$ cat src/rtl/vframe_ctr.sv
// ---------------------------------------------------------------------------
// vframe_ctr -- vertical frame counter for a raster timing generator.
//
// Counts lines on each end-of-line strobe from the horizontal counter and
// walks the vertical phases ACTIVE -> FRONT -> SYNC -> BACK. It also raises
// a CPU frame interrupt on entry to vertical blanking.
//
// Ports
//   clk         in   system clock (shared with the horizontal counter)
//   reset_n     in   asynchronous active-low reset
//   h_end       in   end-of-line strobe, one line per high cycle
//   int_en      in   frame-interrupt enable (gates new assertion only)
//   int_ack     in   CPU interrupt acknowledge, level-sensitive
//   line        out  current line within the frame (0 .. total-1)
//   phase       out  0=ACTIVE 1=FRONT 2=SYNC 3=BACK
//   v_blank     out  high outside ACTIVE
//   v_sync_n    out  low during SYNC
//   frame_start out  one-cycle pulse when line becomes 0
//   v_int_n     out  frame interrupt, active low
//
// State table
//   state     | meaning
//   ST_ACTIVE | visible lines
//   ST_FRONT  | front porch, blanking
//   ST_SYNC   | vertical sync pulse
//   ST_BACK   | back porch, blanking
// ---------------------------------------------------------------------------
module vframe_ctr #(
  parameter int V_ACTIVE = 480,
  parameter int V_FRONT  = 10,
  parameter int V_SYNC   = 2,
  parameter int V_BACK   = 33
) (
  input  logic       clk,
  input  logic       reset_n,
  input  logic       h_end,
  input  logic       int_en,
  input  logic       int_ack,
  output logic [9:0] line,
  output logic [1:0] phase,
  output logic       v_blank,
  output logic       v_sync_n,
  output logic       frame_start,
  output logic       v_int_n
);

  localparam int         TOTAL      = V_ACTIVE + V_FRONT + V_SYNC + V_BACK;
  localparam logic [9:0] LINE_LAST  = 10'(TOTAL - 1);
  localparam logic [9:0] ACT_LAST   = 10'(V_ACTIVE - 1);
  localparam logic [9:0] FRONT_LAST = 10'(V_FRONT - 1);
  localparam logic [9:0] SYNC_LAST  = 10'(V_SYNC - 1);
  localparam logic [9:0] BACK_LAST  = 10'(V_BACK - 1);

  typedef enum logic [1:0] {
    ST_ACTIVE = 2'd0,
    ST_FRONT  = 2'd1,
    ST_SYNC   = 2'd2,
    ST_BACK   = 2'd3
  } state_t;

  state_t     state, state_nxt;
  logic [9:0] ph_cnt, ph_cnt_nxt;
  logic [9:0] line_nxt;
  logic [9:0] ph_last;
  logic       armed;
  logic       adv;
  logic       frame_wrap;
  logic       int_set;

  // Blocks the h_end on the first edge after reset release so counting
  // restarts cleanly from the following strobe.
  always_ff @(posedge clk or negedge reset_n) begin
    if (!reset_n) armed <= 1'b0;
    else          armed <= 1'b1;
  end

  assign adv = h_end & armed;

  always_comb begin
    state_nxt  = state;
    ph_cnt_nxt = ph_cnt;
    line_nxt   = line;
    frame_wrap = 1'b0;
    int_set    = 1'b0;

    case (state)
      ST_ACTIVE: ph_last = ACT_LAST;
      ST_FRONT:  ph_last = FRONT_LAST;
      ST_SYNC:   ph_last = SYNC_LAST;
      default:   ph_last = BACK_LAST;
    endcase

    if (adv) begin
      // The >= also recovers any out-of-range line back to the frame top.
      if (line >= LINE_LAST) begin
        line_nxt   = 10'd0;
        state_nxt  = ST_ACTIVE;
        ph_cnt_nxt = 10'd0;
        frame_wrap = 1'b1;
      end else begin
        line_nxt = line + 10'd1;
        if (ph_cnt >= ph_last) begin
          ph_cnt_nxt = 10'd0;
          case (state)
            ST_ACTIVE: state_nxt = ST_FRONT;
            ST_FRONT:  state_nxt = ST_SYNC;
            ST_SYNC:   state_nxt = ST_BACK;
            default:   state_nxt = ST_ACTIVE;
          endcase
          int_set = (state == ST_ACTIVE) && int_en;
        end else begin
          ph_cnt_nxt = ph_cnt + 10'd1;
        end
      end
    end
  end

  always_ff @(posedge clk or negedge reset_n) begin
    if (!reset_n) begin
      state       <= ST_ACTIVE;
      ph_cnt      <= 10'd0;
      line        <= 10'd0;
      v_blank     <= 1'b0;
      v_sync_n    <= 1'b1;
      frame_start <= 1'b0;
    end else begin
      state       <= state_nxt;
      ph_cnt      <= ph_cnt_nxt;
      line        <= line_nxt;
      v_blank     <= (state_nxt != ST_ACTIVE);
      v_sync_n    <= (state_nxt != ST_SYNC);
      frame_start <= frame_wrap;
    end
  end

  // A new set wins over a coincident acknowledge; ack is ignored while idle.
  always_ff @(posedge clk or negedge reset_n) begin
    if (!reset_n)                 v_int_n <= 1'b1;
    else if (int_set)             v_int_n <= 1'b0;
    else if (int_ack && !v_int_n) v_int_n <= 1'b1;
  end

  assign phase = state;

endmodule

$ cat config.mk
export PLATFORM = sky130hd
export DESIGN_NAME = vframe_ctr
export DESIGN_NICKNAME = d
export VERILOG_FILES = /design/src/rtl/vframe_ctr.sv
export SDC_FILE = /design/constraint.sdc
export NUM_CORES = 1
export LEC_CHECK = 0
export CAP_MARGIN = 20
export CORE_MARGIN = 2
export CORE_UTILIZATION = 54
export DETAILED_ROUTE_END_ITERATION = 7
export PLACE_DENSITY_LB_ADDON = 0.1
export SLEW_MARGIN = 20
export SYNTH_ARGS = -nofsm -noshare
export SYNTH_HDL_FRONTEND = slang
export SYNTH_SLANG_ARGS = --single-unit
export TNS_END_PERCENT = 20
$ cat constraint.sdc
create_clock -name clk -period 3.64 [get_ports clk]
set_clock_uncertainty 0.15 [all_clocks]
set_input_delay 0.91 -clock clk [delete_from_list [all_inputs] [get_ports clk]]
set_output_delay 0.91 -clock clk [all_outputs]
set_load 0.005 [all_outputs]
==> impl_metrics.py <==
metrics = {
    "placement": {
        "place.gp.congestion": 0.813,
        "io_buffers": 20,
        "place_hpwl_mm": 2.53,
        "dp_cells": 223,
    },
    "synthesis": {
        "syn_inst": 175,
        "yosys.area.top_type": "dfrtp_1",
        "synthXorXnorAreaFrac_pct": 0.538,
        "synth_compound_area_share_pct": 18.2,
        "synth-edff-count": 0,
        "synth_top_family_by_area": "simple AND/OR/NAND/NOR gates",
        "yosys.area_share.simple_pct": 21.9,
        "ys_top_cells_by_area": "dfrtp_1 (38%), ha_1 (13%), nand2_1 (6.0%)",
        "synthAdderAreaFrac_pct": 13.1,
        "yosysTopAreaCellShare_pct": 38.4,
        "synth.cell_area_um2": 1630,
        "yosysSeqAreaShare_pct": 41.6,
        "async_flop_share_pct": 100,
        "ys_seq_elements": 27,
        "ys.flop_type": "dfrtp_1",
        "syn_nets": 197,
        "muxShareOfSynthArea_pct": 0,
        "syn_avg_cell_area_um2": 9.31,
        "synthDistinctLibCells": 43,
        "yosysWarnings": 0,
    },
    "worst_setup_path": {
        "critPathKind": "reg -> reg",
        "path_cells": "inv_1, ha_1, inv_1, ha_1, a21o_1, a211oi_1, o41ai_1, or2_1, or4_1, nand3_1",
        "critical_path_required_ns": 3.76,
        "cp-end-kind": "flip-flop",
        "crit_path_start_kind": "flip-flop",
        "cpPeakStageDelay_ns": 0.52,
        "worstPathArrival_ns": 3.21,
        "cp_slowest_cell": "or4_1",
        "critPathMaxFanout": 7,
    },
    "pwr": {
        "leakage_nw": 0.852,
        "cellPowerDensity_nw_per_um2": 621,
        "ir_worst_vdd_mv": 0.348,
    },
    "timing": {
        "rsz0062_at_grt": "no",
        "max_slew.worst_pin.slew_ns": 0.731,
        "fin_tns_setup_ns": 0,
        "max_freq_mhz": 324,
        "slew_headroom_pct": 50.6,
        "period_share_pct": 84.9,
        "finalCriticalPeriod_ns": 3.09,
        "drv_slew": 0,
        "setup_violations": 0,
        "finalHoldViolCount": 0,
    },
    "clocking": {
        "cts_setup_buffers": 0,
        "cts_tree": "yes",
        "htreeDepth": 1,
        "clk_latency_ns": 0.32,
        "cts_buffers": 3,
        "cts.sinks": 27,
        "postCtsHoldBufs": 0,
        "cts_max_path_buffers": 2,
        "clk_pin_slew_ns": 0.14,
        "cts_root_buf": "clkbuf_4",
        "cts_resized": 0,
    },
    "layout": {
        "ff_latch_area_um2": 678,
        "layout.nets": 219,
        "area_delta_synth_final_pct": 15.1,
        "layout_common_cells": "nand2_1 (26), dfrtp_1 (25), clkdlybuf4s50_1 (20), ha_1 (17), o21ai_0 (11)",
        "layout_commonest_cell": "nand2_1",
        "fillers": 247,
        "drive_above_1_share_pct": 7.14,
        "diodes": 0,
        "multiInputGateArea_um2": 878,
        "layoutNonFillerInstCount": 227,
    },
    "route": {
        "firstDrtPassIters": 4,
        "post_drt_wl_per_cell_um": 15.3,
        "post_drt_via_cell_ratio": 6.08,
        "finalWirelength_mm": 3.47,
        "drc": 0,
        "ant_nets": 0,
        "first_iter_violations": 58,
        "dr_total_vias": 1381,
    },
    "global_routing": {
        "antenna_found_initial": 0,
        "gr-total-overflow": 0,
        "grt_pass1_wl_mm": 5.84,
        "grt_usage_pct": 21.7,
        "grt_pass1_vias": 1307,
        "grt_max_degree": 28,
    },
    "die": {
        "fp.dieH_um": 58.9,
        "die_w_um": 58.9,
        "io_pins": 21,
        "die-area_um2": 3470,
        "initial_core_util_pct": 58.1,
        "rows": 19,
        "coreArea_um2": 2810,
    },
    "flow_run": {
        "max_cap_viol_count": 0,
    },
    "hold_path": {
        "min_path_type": "reg -> reg",
    },
    "outcome": {
        "status": "completed",
    },
}
sequential cells by signal, indices dropped and copies added (netlist names):
signal       cells
line            10
ph_cnt          10
phase            2
armed            1
frame_start      1
v_blank          1
v_int_n          1
v_sync_n         1
critical path, delay by kind of cell (launching register included):
| kind | cells | cell delay (ns) |
|---|---|---|
| AO/OA/AOI/OAI | 3 | 0.66 |
| adder cells (fa/ha/maj) | 2 | 0.50 |
| buffers and inverters | 2 | 0.32 |
| flip-flops | 1 | 0.49 |
| AND/OR/NAND/NOR | 3 | 0.94 |
routing by layer:
layer / wire length (µm) / global-route usage [%]
met1: 1600 / 27.9
met2: 1750 / 38.7
met3: 103 / 2.20
met4: 16 / 6.17
met5: 0 / 0
path summary, 6_finish.rpt:
check	slack (ns)	to	cells past startpoint	from
setup / recovery	0.55	ph_cnt[8]$_DFFE_PN0P_	10	phase[0]$_DFF_PN0_
hold / removal	0.37	v_int_n$_DFFE_PN1P_	2	v_int_n$_DFFE_PN1P_
setup reg to reg	0.55	ph_cnt[8]$_DFFE_PN0P_	10	phase[0]$_DFF_PN0_
hold reg to reg	0.37	v_int_n$_DFFE_PN1P_	2	v_int_n$_DFFE_PN1P_
max in group asynchronous	2.26	v_int_n$_DFFE_PN1P_	2	reset_n
min in group asynchronous	0.78	ph_cnt[5]$_DFFE_PN0P_	2	reset_n
final cells by class:
type | count | share of cell area [%]
clock buffers | 3 | 1.20
clock inverters | 1 | 0.267
inverters | 10 | 2.00
multi-input cells | 133 | 46.8
flip-flops and latches | 27 | 36.2
well taps | 31 | 2.07
repair buffers | 22 | 11.5
synth_stat cells (2+ instances only):
library cell	number
or4_1	2
inv_1	10
dfrtp_1	25
clkbuf_1	2
o22ai_1	3
and2_1	2
nand2_1	26
nor2_1	5
o21ai_0	11
a31oi_1	2
nand3_1	7
nand2b_1	2
o31ai_1	3
buf_6	2
a21oi_1	5
nand4_1	3
nor3_1	7
o211ai_1	2
o21ai_1	6
ha_1	17
or2_2	2
dfstp_2	2
o22a_1	2
a221o_1	3
and3_1	6
where the power goes:
| group | total [W] | internal (W) | leakage, nW | switching, W |
|---|---|---|---|---|
| Clock | 0.000128 | 0.0000412 | 0.0177 | 0.0000865 |
| Combinational | 0.000572 | 0.000261 | 0.493 | 0.000311 |
| Sequential | 0.000464 | 0.000372 | 0.341 | 0.0000918 |
| Total | 0.00116 | 0.000675 | 0.852 | 0.000489 |
metrics by stage:
| stage | utilization [%] | hold slack [ns] | total power, W | cell area [µm²] | worst slack (ns) |
|---|---|---|---|---|---|
| finish | 66.9 | 0.375 | 0.00116 | 1880 | 0.550 |
| global route | 66.9 | 0.429 | 0.00126 | 1880 | 0.322 |
| CTS | 66.9 | 0.379 | 0.00117 | 1880 | 0.548 |
| detailed placement | 65.9 | 0.355 | 0.00104 | 1850 | 0.591 |
| global placement | 65.9 | 0.344 | 0.00100 | 1850 | 0.692 |
| floorplan | - | 0.325 | 0.000844 | 1630 | 0.907 |
cells by family (layout without fill, tap and decap cells):
| group | after synthesis | after routing |
|---|---|---|
| flops | 27 | 27 |
| fa+ha+maj | 17 | 17 |
| simple gates | 69 | 69 |
| compound gates | 45 | 45 |
| xor+xnor | 1 | 1 |
| other cells | 1 | 1 |
| buf+inv | 15 | 36 |
Power figures use the tool's default switching activity.
